===== config.mk =====
export PLATFORM = sky130hd
export DESIGN_NAME = spi_txn_sequencer_flat
export DESIGN_NICKNAME = d
export VERILOG_FILES = /design/src/rtl/spi_txn_sequencer_if.sv /design/src/rtl/spi_txn_sequencer.sv /design/src/flat_wrapper.sv
export SDC_FILE = /design/constraint.sdc
export NUM_CORES = 1
export LEC_CHECK = 0
export ABC_AREA = 1
export BUFFER_PORTS_ARGS = -buffer_cell sky130_fd_sc_hd__buf_4
export CAP_MARGIN = 20
export CORE_MARGIN = 5
export CORE_UTILIZATION = 45
export DETAILED_ROUTE_END_ITERATION = 10
export PLACE_DENSITY = 0.61
export SYNTH_ARGS = -nofsm -noshare
export SYNTH_HDL_FRONTEND = slang
export SYNTH_SLANG_ARGS = --single-unit
export TNS_END_PERCENT = 10

===== constraint.sdc =====
create_clock -name clk -period 2.4 [get_ports clk]
set_input_delay 0.72 -clock clk [delete_from_list [all_inputs] [get_ports clk]]
set_output_delay 0.72 -clock clk [all_outputs]
set_load 0.03 [all_outputs]

===== src/rtl/spi_txn_sequencer_if.sv =====
// Bundle of every non-clock/reset signal of the SPI transaction sequencer.
// The sequencer takes the master modport (it drives the SPI master's start and
// tx_data); the environment around it takes the slave modport.
interface spi_txn_sequencer_if #(
    parameter int DATA_WIDTH = 8,
    parameter int FIFO_DEPTH = 4
);
    localparam int CW = $clog2(FIFO_DEPTH) + 1;

    // Byte stream in / received bytes out
    logic [DATA_WIDTH-1:0] s_tx_data;
    logic                  s_tx_valid;
    logic                  s_tx_ready;
    logic [DATA_WIDTH-1:0] m_rx_data;
    logic                  m_rx_valid;
    logic                  m_rx_ready;

    // SPI master side
    logic                  spi_start;
    logic [DATA_WIDTH-1:0] spi_tx_data;
    logic [DATA_WIDTH-1:0] spi_rx_data;
    logic                  spi_done;

    // Control and status
    logic                  clear_err;
    logic                  busy;
    logic                  timeout_err;
    logic [CW-1:0]         tx_count;
    logic [CW-1:0]         rx_count;

    modport master (
        input  s_tx_data, s_tx_valid, m_rx_ready, spi_rx_data, spi_done, clear_err,
        output s_tx_ready, m_rx_data, m_rx_valid, spi_start, spi_tx_data,
               busy, timeout_err, tx_count, rx_count
    );

    modport slave (
        output s_tx_data, s_tx_valid, m_rx_ready, spi_rx_data, spi_done, clear_err,
        input  s_tx_ready, m_rx_data, m_rx_valid, spi_start, spi_tx_data,
               busy, timeout_err, tx_count, rx_count
    );
endinterface


===== src/rtl/spi_txn_sequencer.sv =====
// SPI transaction sequencer: TX FIFO -> one SPI master transaction per byte ->
// RX FIFO, with a programmable inter-byte gap and a watchdog on spi_done.

// Show-ahead FIFO with circular pointers; callers never push when full or pop
// when empty, so no overflow/underflow guarding is done here.
module spi_txn_fifo #(
    parameter int WIDTH = 8,
    parameter int DEPTH = 4
) (
    input  logic                     clk,
    input  logic                     rst,
    input  logic                     push,
    input  logic [WIDTH-1:0]         push_data,
    input  logic                     pop,
    output logic [WIDTH-1:0]         head,
    output logic [$clog2(DEPTH):0]   count
);
    localparam int AW = $clog2(DEPTH);
    localparam int CW = AW + 1;

    logic [WIDTH-1:0] mem [DEPTH];
    logic [AW-1:0]    wr_ptr_reg;
    logic [AW-1:0]    rd_ptr_reg;
    logic [CW-1:0]    count_reg;

    // Storage write; contents need no reset because count gates visibility
    always_ff @(posedge clk) begin
        if (push) begin
            mem[wr_ptr_reg] <= push_data;
        end
    end

    // Pointer and occupancy bookkeeping; pointers wrap naturally (power-of-2 depth)
    always_ff @(posedge clk) begin
        if (rst) begin
            wr_ptr_reg <= '0;
            rd_ptr_reg <= '0;
            count_reg  <= '0;
        end else begin
            if (push) wr_ptr_reg <= wr_ptr_reg + AW'(1);
            if (pop)  rd_ptr_reg <= rd_ptr_reg + AW'(1);
            case ({push, pop})
                2'b10:   count_reg <= count_reg + CW'(1);
                2'b01:   count_reg <= count_reg - CW'(1);
                default: count_reg <= count_reg;
            endcase
        end
    end

    assign head  = mem[rd_ptr_reg];
    assign count = count_reg;
endmodule

module spi_txn_sequencer #(
    parameter int DATA_WIDTH     = 8,
    parameter int FIFO_DEPTH     = 4,
    parameter int GAP_CYCLES     = 2,
    parameter int TIMEOUT_CYCLES = 256
) (
    input  logic                 clk,
    input  logic                 rst,
    spi_txn_sequencer_if.master  bus
);
    localparam int CW      = $clog2(FIFO_DEPTH) + 1;
    // One counter serves both the watchdog and the gap timer
    localparam int CNT_MAX = (TIMEOUT_CYCLES > GAP_CYCLES) ? TIMEOUT_CYCLES : GAP_CYCLES;
    localparam int CNT_W   = $clog2(CNT_MAX + 1);

    typedef enum logic [1:0] {IDLE, START, WAIT_DONE, GAP} state_t;
    // With no gap configured, a finished transaction returns straight to IDLE
    localparam state_t AFTER_WAIT = (GAP_CYCLES == 0) ? IDLE : GAP;

    state_t                state_reg, state_next;
    logic [CNT_W-1:0]      cnt_reg, cnt_next;
    logic [DATA_WIDTH-1:0] spi_tx_data_reg, spi_tx_data_next;
    logic                  timeout_err_reg, timeout_err_next;

    logic                  tx_push, tx_pop, rx_push, rx_pop;
    logic                  tx_ready, rx_valid, start_pulse;
    logic [DATA_WIDTH-1:0] tx_head, rx_head;
    logic [CW-1:0]         tx_count, rx_count;

    assign tx_ready = (tx_count != CW'(FIFO_DEPTH));
    assign rx_valid = (rx_count != '0);
    assign tx_push  = bus.s_tx_valid && tx_ready;
    assign rx_pop   = rx_valid && bus.m_rx_ready;

    spi_txn_fifo #(.WIDTH(DATA_WIDTH), .DEPTH(FIFO_DEPTH)) tx_fifo (
        .clk       (clk),
        .rst       (rst),
        .push      (tx_push),
        .push_data (bus.s_tx_data),
        .pop       (tx_pop),
        .head      (tx_head),
        .count     (tx_count)
    );

    spi_txn_fifo #(.WIDTH(DATA_WIDTH), .DEPTH(FIFO_DEPTH)) rx_fifo (
        .clk       (clk),
        .rst       (rst),
        .push      (rx_push),
        .push_data (bus.spi_rx_data),
        .pop       (rx_pop),
        .head      (rx_head),
        .count     (rx_count)
    );

    // State, counter, held tx byte and sticky error register
    always_ff @(posedge clk) begin
        if (rst) begin
            state_reg       <= IDLE;
            cnt_reg         <= '0;
            spi_tx_data_reg <= '0;
            timeout_err_reg <= 1'b0;
        end else begin
            state_reg       <= state_next;
            cnt_reg         <= cnt_next;
            spi_tx_data_reg <= spi_tx_data_next;
            timeout_err_reg <= timeout_err_next;
        end
    end

    // Next-state and transaction control. The byte is latched and popped when
    // leaving IDLE so spi_tx_data is already valid during the spi_start cycle.
    always_comb begin
        state_next       = state_reg;
        cnt_next         = cnt_reg;
        spi_tx_data_next = spi_tx_data_reg;
        timeout_err_next = timeout_err_reg;
        tx_pop           = 1'b0;
        rx_push          = 1'b0;
        start_pulse      = 1'b0;

        // Clear first so that a set later in this block takes priority
        if (bus.clear_err) timeout_err_next = 1'b0;

        case (state_reg)
            IDLE: begin
                // Only start when there is room to land the reply
                if (tx_count != '0 && rx_count != CW'(FIFO_DEPTH)) begin
                    state_next       = START;
                    tx_pop           = 1'b1;
                    spi_tx_data_next = tx_head;
                end
            end
            START: begin
                start_pulse = 1'b1;
                cnt_next    = '0;
                state_next  = WAIT_DONE;
            end
            WAIT_DONE: begin
                if (bus.spi_done) begin
                    rx_push    = 1'b1;
                    cnt_next   = '0;
                    state_next = AFTER_WAIT;
                end else if (cnt_reg == CNT_W'(TIMEOUT_CYCLES - 1)) begin
                    timeout_err_next = 1'b1;
                    cnt_next         = '0;
                    state_next       = AFTER_WAIT;
                end else begin
                    cnt_next = cnt_reg + CNT_W'(1);
                end
            end
            GAP: begin
                if (cnt_reg == CNT_W'(GAP_CYCLES - 1)) begin
                    cnt_next   = '0;
                    state_next = IDLE;
                end else begin
                    cnt_next = cnt_reg + CNT_W'(1);
                end
            end
            default: state_next = IDLE;
        endcase
    end

    assign bus.s_tx_ready  = tx_ready;
    assign bus.m_rx_valid  = rx_valid;
    assign bus.m_rx_data   = rx_head;
    assign bus.spi_start   = start_pulse;
    assign bus.spi_tx_data = spi_tx_data_reg;
    assign bus.busy        = (state_reg != IDLE);
    assign bus.timeout_err = timeout_err_reg;
    assign bus.tx_count    = tx_count;
    assign bus.rx_count    = rx_count;
endmodule


===== src/flat_wrapper.sv =====
// flat-port wrapper written by rule: the top's interface ports become plain ports
module spi_txn_sequencer_flat 
#(
    parameter int DATA_WIDTH     = 8,
    parameter int FIFO_DEPTH     = 4,
    parameter int GAP_CYCLES     = 2,
    parameter int TIMEOUT_CYCLES = 256
)
  (clk, rst, bus_s_tx_data, bus_s_tx_valid, bus_m_rx_ready, bus_spi_rx_data, bus_spi_done, bus_clear_err, bus_s_tx_ready, bus_m_rx_data, bus_m_rx_valid, bus_spi_start, bus_spi_tx_data, bus_busy, bus_timeout_err, bus_tx_count, bus_rx_count);
  spi_txn_sequencer_if #(.DATA_WIDTH(DATA_WIDTH), .FIFO_DEPTH(FIFO_DEPTH)) bus_i ();
  input  logic clk;
  input  logic rst;
  input wire logic [$bits(bus_i.s_tx_data)-1:0] bus_s_tx_data;
  input wire logic [$bits(bus_i.s_tx_valid)-1:0] bus_s_tx_valid;
  input wire logic [$bits(bus_i.m_rx_ready)-1:0] bus_m_rx_ready;
  input wire logic [$bits(bus_i.spi_rx_data)-1:0] bus_spi_rx_data;
  input wire logic [$bits(bus_i.spi_done)-1:0] bus_spi_done;
  input wire logic [$bits(bus_i.clear_err)-1:0] bus_clear_err;
  output wire logic [$bits(bus_i.s_tx_ready)-1:0] bus_s_tx_ready;
  output wire logic [$bits(bus_i.m_rx_data)-1:0] bus_m_rx_data;
  output wire logic [$bits(bus_i.m_rx_valid)-1:0] bus_m_rx_valid;
  output wire logic [$bits(bus_i.spi_start)-1:0] bus_spi_start;
  output wire logic [$bits(bus_i.spi_tx_data)-1:0] bus_spi_tx_data;
  output wire logic [$bits(bus_i.busy)-1:0] bus_busy;
  output wire logic [$bits(bus_i.timeout_err)-1:0] bus_timeout_err;
  output wire logic [$bits(bus_i.tx_count)-1:0] bus_tx_count;
  output wire logic [$bits(bus_i.rx_count)-1:0] bus_rx_count;
  assign bus_i.s_tx_data = bus_s_tx_data;
  assign bus_i.s_tx_valid = bus_s_tx_valid;
  assign bus_i.m_rx_ready = bus_m_rx_ready;
  assign bus_i.spi_rx_data = bus_spi_rx_data;
  assign bus_i.spi_done = bus_spi_done;
  assign bus_i.clear_err = bus_clear_err;
  assign bus_s_tx_ready = bus_i.s_tx_ready;
  assign bus_m_rx_data = bus_i.m_rx_data;
  assign bus_m_rx_valid = bus_i.m_rx_valid;
  assign bus_spi_start = bus_i.spi_start;
  assign bus_spi_tx_data = bus_i.spi_tx_data;
  assign bus_busy = bus_i.busy;
  assign bus_timeout_err = bus_i.timeout_err;
  assign bus_tx_count = bus_i.tx_count;
  assign bus_rx_count = bus_i.rx_count;
  spi_txn_sequencer #(.DATA_WIDTH(DATA_WIDTH), .FIFO_DEPTH(FIFO_DEPTH), .GAP_CYCLES(GAP_CYCLES), .TIMEOUT_CYCLES(TIMEOUT_CYCLES)) u_core (.clk(clk), .rst(rst), .bus(bus_i));
endmodule

==> flow_metrics.env, run 1 <==
export IMPL_outcome="complete, no violations"
export IMPL_cts_buffers=9
export IMPL_power_density_mw_per_mm2=1050
export IMPL_worstSetupPathType="flop to output port"
export IMPL_drtAntennaViolNets=0
export IMPL_cts_max_level=3
export IMPL_ys_seq_elements=100
export IMPL_first_pass_iters=4
export IMPL_cts_tree="built"
export IMPL_cts_setup_buffers=0
export IMPL_hold_path_end="u_core.bus.timeout_err"
export IMPL_timing_rr_start="u_core.state_reg[0]"
export IMPL_rsz0062_at_grt="no"
export IMPL_worstPathRequired_ns=1.68
export IMPL_clockBufferDepth=2
export IMPL_ios=49
export IMPL_multi_input_area_mm2=0.00148
export IMPL_gp_congestion=0.808
export IMPL_drt_wl_total_mm=8.29
export IMPL_maxCapViolations=0
export IMPL_die_w_um=109
export IMPL_yosysWarnings=0
export IMPL_fill_cells=863
export IMPL_fin_crit_sh_pct=92.2
export IMPL_worst_skew_pair_late_latency_ns=0.37
export IMPL_rows=36
export IMPL_regToRegEndpoint="u_core.rx_fifo.count[2]"
export IMPL_clkTransAtPathRegs_ns=0.10
export IMPL_die_area_mm2=0.0119
export IMPL_dpl_hpwl_mm=5.70
export IMPL_grt_pass1_wl_mm=13.6
export IMPL_synth_seq_area_share_pct=59.5
export IMPL_worstPathMaxFanout=10
export IMPL_place_ws_ns=0.233
export IMPL_start_util_pct=45.8
export IMPL_tightest_slew_ns=0.539
export IMPL_synth_area_leader_cell="edfxtp_1"
export IMPL_slew_viol_final=0
export IMPL_cts_root_buf="clkbuf_8"
export IMPL_grt_overflow=0
export IMPL_viasPerCell=4.81
export IMPL_fin_area_mm2=0.00515
export IMPL_drive_gt1_share_pct=27.2
export IMPL_min_path_cells=2
export IMPL_core_mm2=0.00968
export IMPL_hp_start="u_core.bus.timeout_err"
export IMPL_synthCells=417
export IMPL_drc=0
export IMPL_setup_ws_ns=0.187
export IMPL_worstPathArrival_ns=1.49
export IMPL_critPathLaunchType="flop"
export IMPL_layout_commonest_cell="nor2_1"
export IMPL_grt_max_degree=26
export IMPL_hp_class="flop to flop"
export IMPL_maxSlewHeadroom_pct=64.0
export IMPL_syn_avg_cell_area_um2=10.6
export IMPL_die_h_um=109
export IMPL_holdWs_ns=0.471
export IMPL_synth_area_leaders="edfxtp_1 (43%), dfxtp_1 (16%), nor2_1 (5.8%), ha_1 (5.4%), o21ai_0 (3.8%)"
export IMPL_cts_hold_buffers=0
export IMPL_syn_nets=460
export IMPL_yosysTopAreaCellShare_pct=43.3
export IMPL_ys_types=35
export IMPL_routed_via_count=2957
export IMPL_tns_ns=0
export IMPL_wire_per_inst_um=13.5
export IMPL_fmax_mhz=452
export IMPL_nNetsFinal=520
export IMPL_leakagePower_nw=2.03
export IMPL_synth_area_mm2=0.00444
export IMPL_area_growth_pct=16.0
export IMPL_grt_pass1_vias=2749
export IMPL_layout_common_cells="nor2_1 (69), edfxtp_1 (64), buf_4 (61), dfxtp_1 (35), o21ai_0 (34)"
export IMPL_cp_end_kind="output port"
export IMPL_r2r_slack_ns=0.34
export IMPL_grt_antenna_before_repair=0
export IMPL_dr_first_iter_drc_count=124
export IMPL_r2r_cells=10
export IMPL_placed_area_mm2=0.00494
export IMPL_vdd_drop_max_v=0.000407
export IMPL_skew_ns=0.0155
export IMPL_finalSetupViolCount=0
export IMPL_grtUsageTotal_pct=15.0
export IMPL_clock_sinks=100
export IMPL_seq_area_mm2=0.00264
export IMPL_fin_crit_ns=2.21
export IMPL_hold_violations=0
export IMPL_n_antenna_cell=0
export IMPL_portBuffers=48
==> cells in the mapped netlist <==
cell,n
o21ai_2,10
nand2_4,2
xor2_1,2
edfxtp_1,64
buf_12,1
nand3b_2,1
nor3_4,1
fa_1,2
and2_1,1
inv_4,1
nand2_2,6
inv_2,15
clkbuf_8,1
buf_6,4
nand3_2,5
clkinv_1,1
buf_4,2
buf_2,3
o21ai_1,12
nand4_1,2
o21ai_0,34
nor2_2,7
nor2_4,1
nand3_1,6
a21oi_2,3
ha_1,19
dfxtp_1,36
nor2_1,69
a22o_1,1
nand2_1,33
nor3_1,1
buf_8,1
inv_1,34
o22ai_1,16
a21oi_1,20
==> routing by layer <==
metal,global-route usage (%),wire length (µm),vias to the layer above
li1,-,-,1527
met1,20.5,3980,1370
met2,23.4,3890,48
met3,3.29,274,12
met4,5.61,140,0
met5,0,0,-
==> cells by family (layout without fill, tap and decap cells) <==
family | after synthesis | count (layout) | synth area share, %
AO/OA/AOI/OAI | 96 | 96 | 12.5
XOR/XNOR | 2 | 2 | 0.395
adder cells (fa/ha/maj) | 21 | 21 | 6.26
AND/OR/NAND/NOR | 135 | 135 | 14.2
flip-flops | 100 | 100 | 59.5
buffers and inverters | 63 | 128 | 7.16
==> through the flow <==
stage	power (mW)	utilization, %	instances
2_1_floorplan	3.82	-	417
3_3_place_gp	4.35	51.0	599
6_report	5.43	53.2	615
4_1_cts	5.51	53.2	615
5_1_grt	5.80	53.2	615
3_5_place_dp	4.39	51.0	599
==> worst max-delay path by stage <==
stage / start / end / cells past startpoint
after global placement: bus_s_tx_valid / u_core.tx_fifo.count[2] / 9
after detailed placement: bus_s_tx_valid / u_core.tx_fifo.count[2] / 9
final: flop / bus_m_rx_data[7] / 4
after floorplan: u_core.tx_fifo.count[2] / u_core.tx_fifo.count[2] / 9
after global routing: flop / bus_m_rx_data[0] / 4
after CTS: flop / bus_m_rx_data[7] / 4
==> power breakdown <==
group,leakage [nW],switching (mW),internal [mW]
registers,0.877,0.176,2.07
logic,1.05,1.34,0.725
clock network,0.0995,0.611,0.499
total,2.03,2.13,3.30
==> area by class of cell <==
class	count	area share, %
sequential	100	51.3
timing repair buffer	61	8.89
clock buffer	9	2.41
inverter	51	3.77
tap	133	3.23
multi-input combinational	254	28.7
clock inverter	7	1.65
==> critical path, stage by stage, from the launching register on <==
cell     delay (ns)
dfxtp_2        0.42
buf_4          0.19
o21ai_0        0.10
o22ai_1        0.22
buf_4          0.20
==> timing repair <==
item,CTS,global route
resized for setup,0,2
setup endpoints to repair,0,5
hold endpoints to repair,0,0
Note: power is estimated with default switching activity, not from simulation.
==> run 2, diff against run 1 <==
==> constraint.sdc (replaced) <==
create_clock -name clk -period 2.4 [get_ports clk]
set_input_delay 0.48 -clock clk [delete_from_list [all_inputs] [get_ports clk]]
set_output_delay 0.48 -clock clk [all_outputs]
set_load 0.03 [all_outputs]
==> flow_metrics.env, run 2 (synthesized netlist as in run 1, its figures left out) <==
export IMPL_drc=0
export IMPL_grt_overflow=0
export IMPL_fmax_mhz=461
export IMPL_drt_wl_total_mm=8.52
export IMPL_intPower_mw=3.18
export IMPL_crit_buf_inv=2
export IMPL_core_mm2=0.00968
export IMPL_worstPathRequired_ns=1.92
export IMPL_layout_commonest_cell="nor2_1"
export IMPL_die_h_um=109
export IMPL_worst_skew_pair_late_latency_ns=0.36
export IMPL_cts_root_buf="clkbuf_8"
export IMPL_nNetsFinal=519
export IMPL_fin_crit_sh_pct=90.4
export IMPL_slew_viol_final=0
export IMPL_tightest_slew_ns=0.541
export IMPL_placed_area_mm2=0.00493
export IMPL_area_growth_pct=15.2
export IMPL_leakagePower_nw=2.01
export IMPL_power_density_mw_per_mm2=1040
export IMPL_skew_ns=0.0119
export IMPL_grt_max_degree=26
export IMPL_start_util_pct=45.8
export IMPL_crit_slowest_cell="dfxtp_1"
export IMPL_portBuffers=48
export IMPL_combPwrFrac_pct=38.8
export IMPL_p_seq_share_pct=42.5
export IMPL_worstSetupPathType="flop to output port"
export IMPL_wire_per_inst_um=13.9
export IMPL_setup_ws_ns=0.230
export IMPL_grt_pass1_vias=2886
export IMPL_n_antenna_cell=0
export IMPL_path_cells="inv_2 > o21ai_0 > o22ai_1 > buf_4"
export IMPL_critPathLaunchType="flop"
export IMPL_outcome="complete, no violations"
export IMPL_worstPathArrival_ns=1.69
export IMPL_drtAntennaViolNets=0
export IMPL_maxCapViolations=0
export IMPL_layout_common_cells="nor2_1 (69), edfxtp_1 (64), buf_4 (60), dfxtp_1 (36)"
export IMPL_dr_first_iter_drc_count=126
export IMPL_cts_hold_buffers=0
export IMPL_cp_top_family="flip-flops"
export IMPL_cts_setup_buffers=0
export IMPL_hold_violations=0
export IMPL_max_stage_delay_ns=0.61
export IMPL_fin_area_mm2=0.00511
export IMPL_die_w_um=109
export IMPL_switching_share_pct=40.1
export IMPL_grt_antenna_before_repair=0
export IMPL_hp_class="input pin to flop"
export IMPL_fill_cells=857
export IMPL_tns_ns=0
export IMPL_first_pass_iters=4
export IMPL_finalSetupViolCount=0
export IMPL_place_ws_ns=0.375
export IMPL_p_clk_share_pct=18.7
export IMPL_clkTransAtPathRegs_ns=0.10
export IMPL_netSwitchingPower_mw=2.13
export IMPL_die_area_mm2=0.0119
export IMPL_maxSlewHeadroom_pct=63.9
export IMPL_grtUsageTotal_pct=15.5
export IMPL_vdd_drop_max_v=0.000631
export IMPL_ios=49
export IMPL_cts_resized=0
export IMPL_fin_crit_ns=2.17
export IMPL_cts_max_level=3
export IMPL_gp_congestion=0.819
export IMPL_cts_tree="built"
export IMPL_final_core_util_pct=52.8
export IMPL_grt_pass1_wl_mm=14.3
export IMPL_viasPerCell=4.80
export IMPL_clock_sinks=100
export IMPL_routed_via_count=2950
export IMPL_worstPathMaxFanout=16
export IMPL_dpl_hpwl_mm=5.88
export IMPL_rows=36
export IMPL_cp_end_kind="output port"
export IMPL_cts_buffers=9
export IMPL_drive_gt1_share_pct=26.6
export IMPL_clockBufferDepth=2
export IMPL_rsz0062_at_grt="no"
export IMPL_holdWs_ns=0.312
==> run 2: cell types whose count changed in the layout (fill, tap and decap cells not counted), sizes merged <==
cell	change
inv	+2
buf	-1
clkinv	-1
bufinv	-1
==> run 2: power by group through the flow <==
stage                     Combinational (mW)  Clock, mW  Sequential [mW]
after floorplan                         1.39          0             2.43
after global placement                  2.05          0             2.29
after detailed placement                2.09          0             2.30
after CTS                               2.10       1.04             2.26
after global routing                    2.30       1.11             2.29
final                                   2.06      0.994             2.26
==> run 2: final timing paths <==
kind | from | to | slack (ns) | cells after the start
setup reg to reg | u_core.state_reg[0] | u_core.rx_fifo.count[2] | 0.38 | 10
setup / recovery | flop | bus_m_rx_data[7] | 0.23 | 4
hold reg to reg | u_core.bus.timeout_err | u_core.bus.timeout_err | 0.47 | 2
hold / removal | bus_s_tx_data[1] | u_core.tx_fifo.mem[1][1] | 0.31 | 1
==> run 2: area by class of cell <==
| type | count | area (µm²) | area share (%) |
|---|---|---|---|
| Multi-Input combinational cell | 254 | 1480 | 28.9 |
| Tap cell | 133 | 166 | 3.26 |
| Inverter | 51 | 194 | 3.79 |
| Sequential cell | 100 | 2640 | 51.7 |
| Timing Repair Buffer | 60 | 450 | 8.81 |
| Clock inverter | 7 | 57.6 | 1.13 |
| Clock buffer | 9 | 124 | 2.42 |
==> run 2: per-layer routing <==
metal / wire length, µm / track usage (%) / share of wire (%)
met2: 4100 / 25.0 / 48
met3: 205 / 2.29 / 2.4
met5: 0 / 0 / 0
met1: 4090 / 21.4 / 48
met4: 123 / 5.61 / 1.4
==> run 2: through the flow <==
step	power, mW	std cells
5_1_grt	5.71	614
3_3_place_gp	4.34	598
6_report	5.31	614
3_5_place_dp	4.39	598
2_1_floorplan	3.82	417
4_1_cts	5.40	614
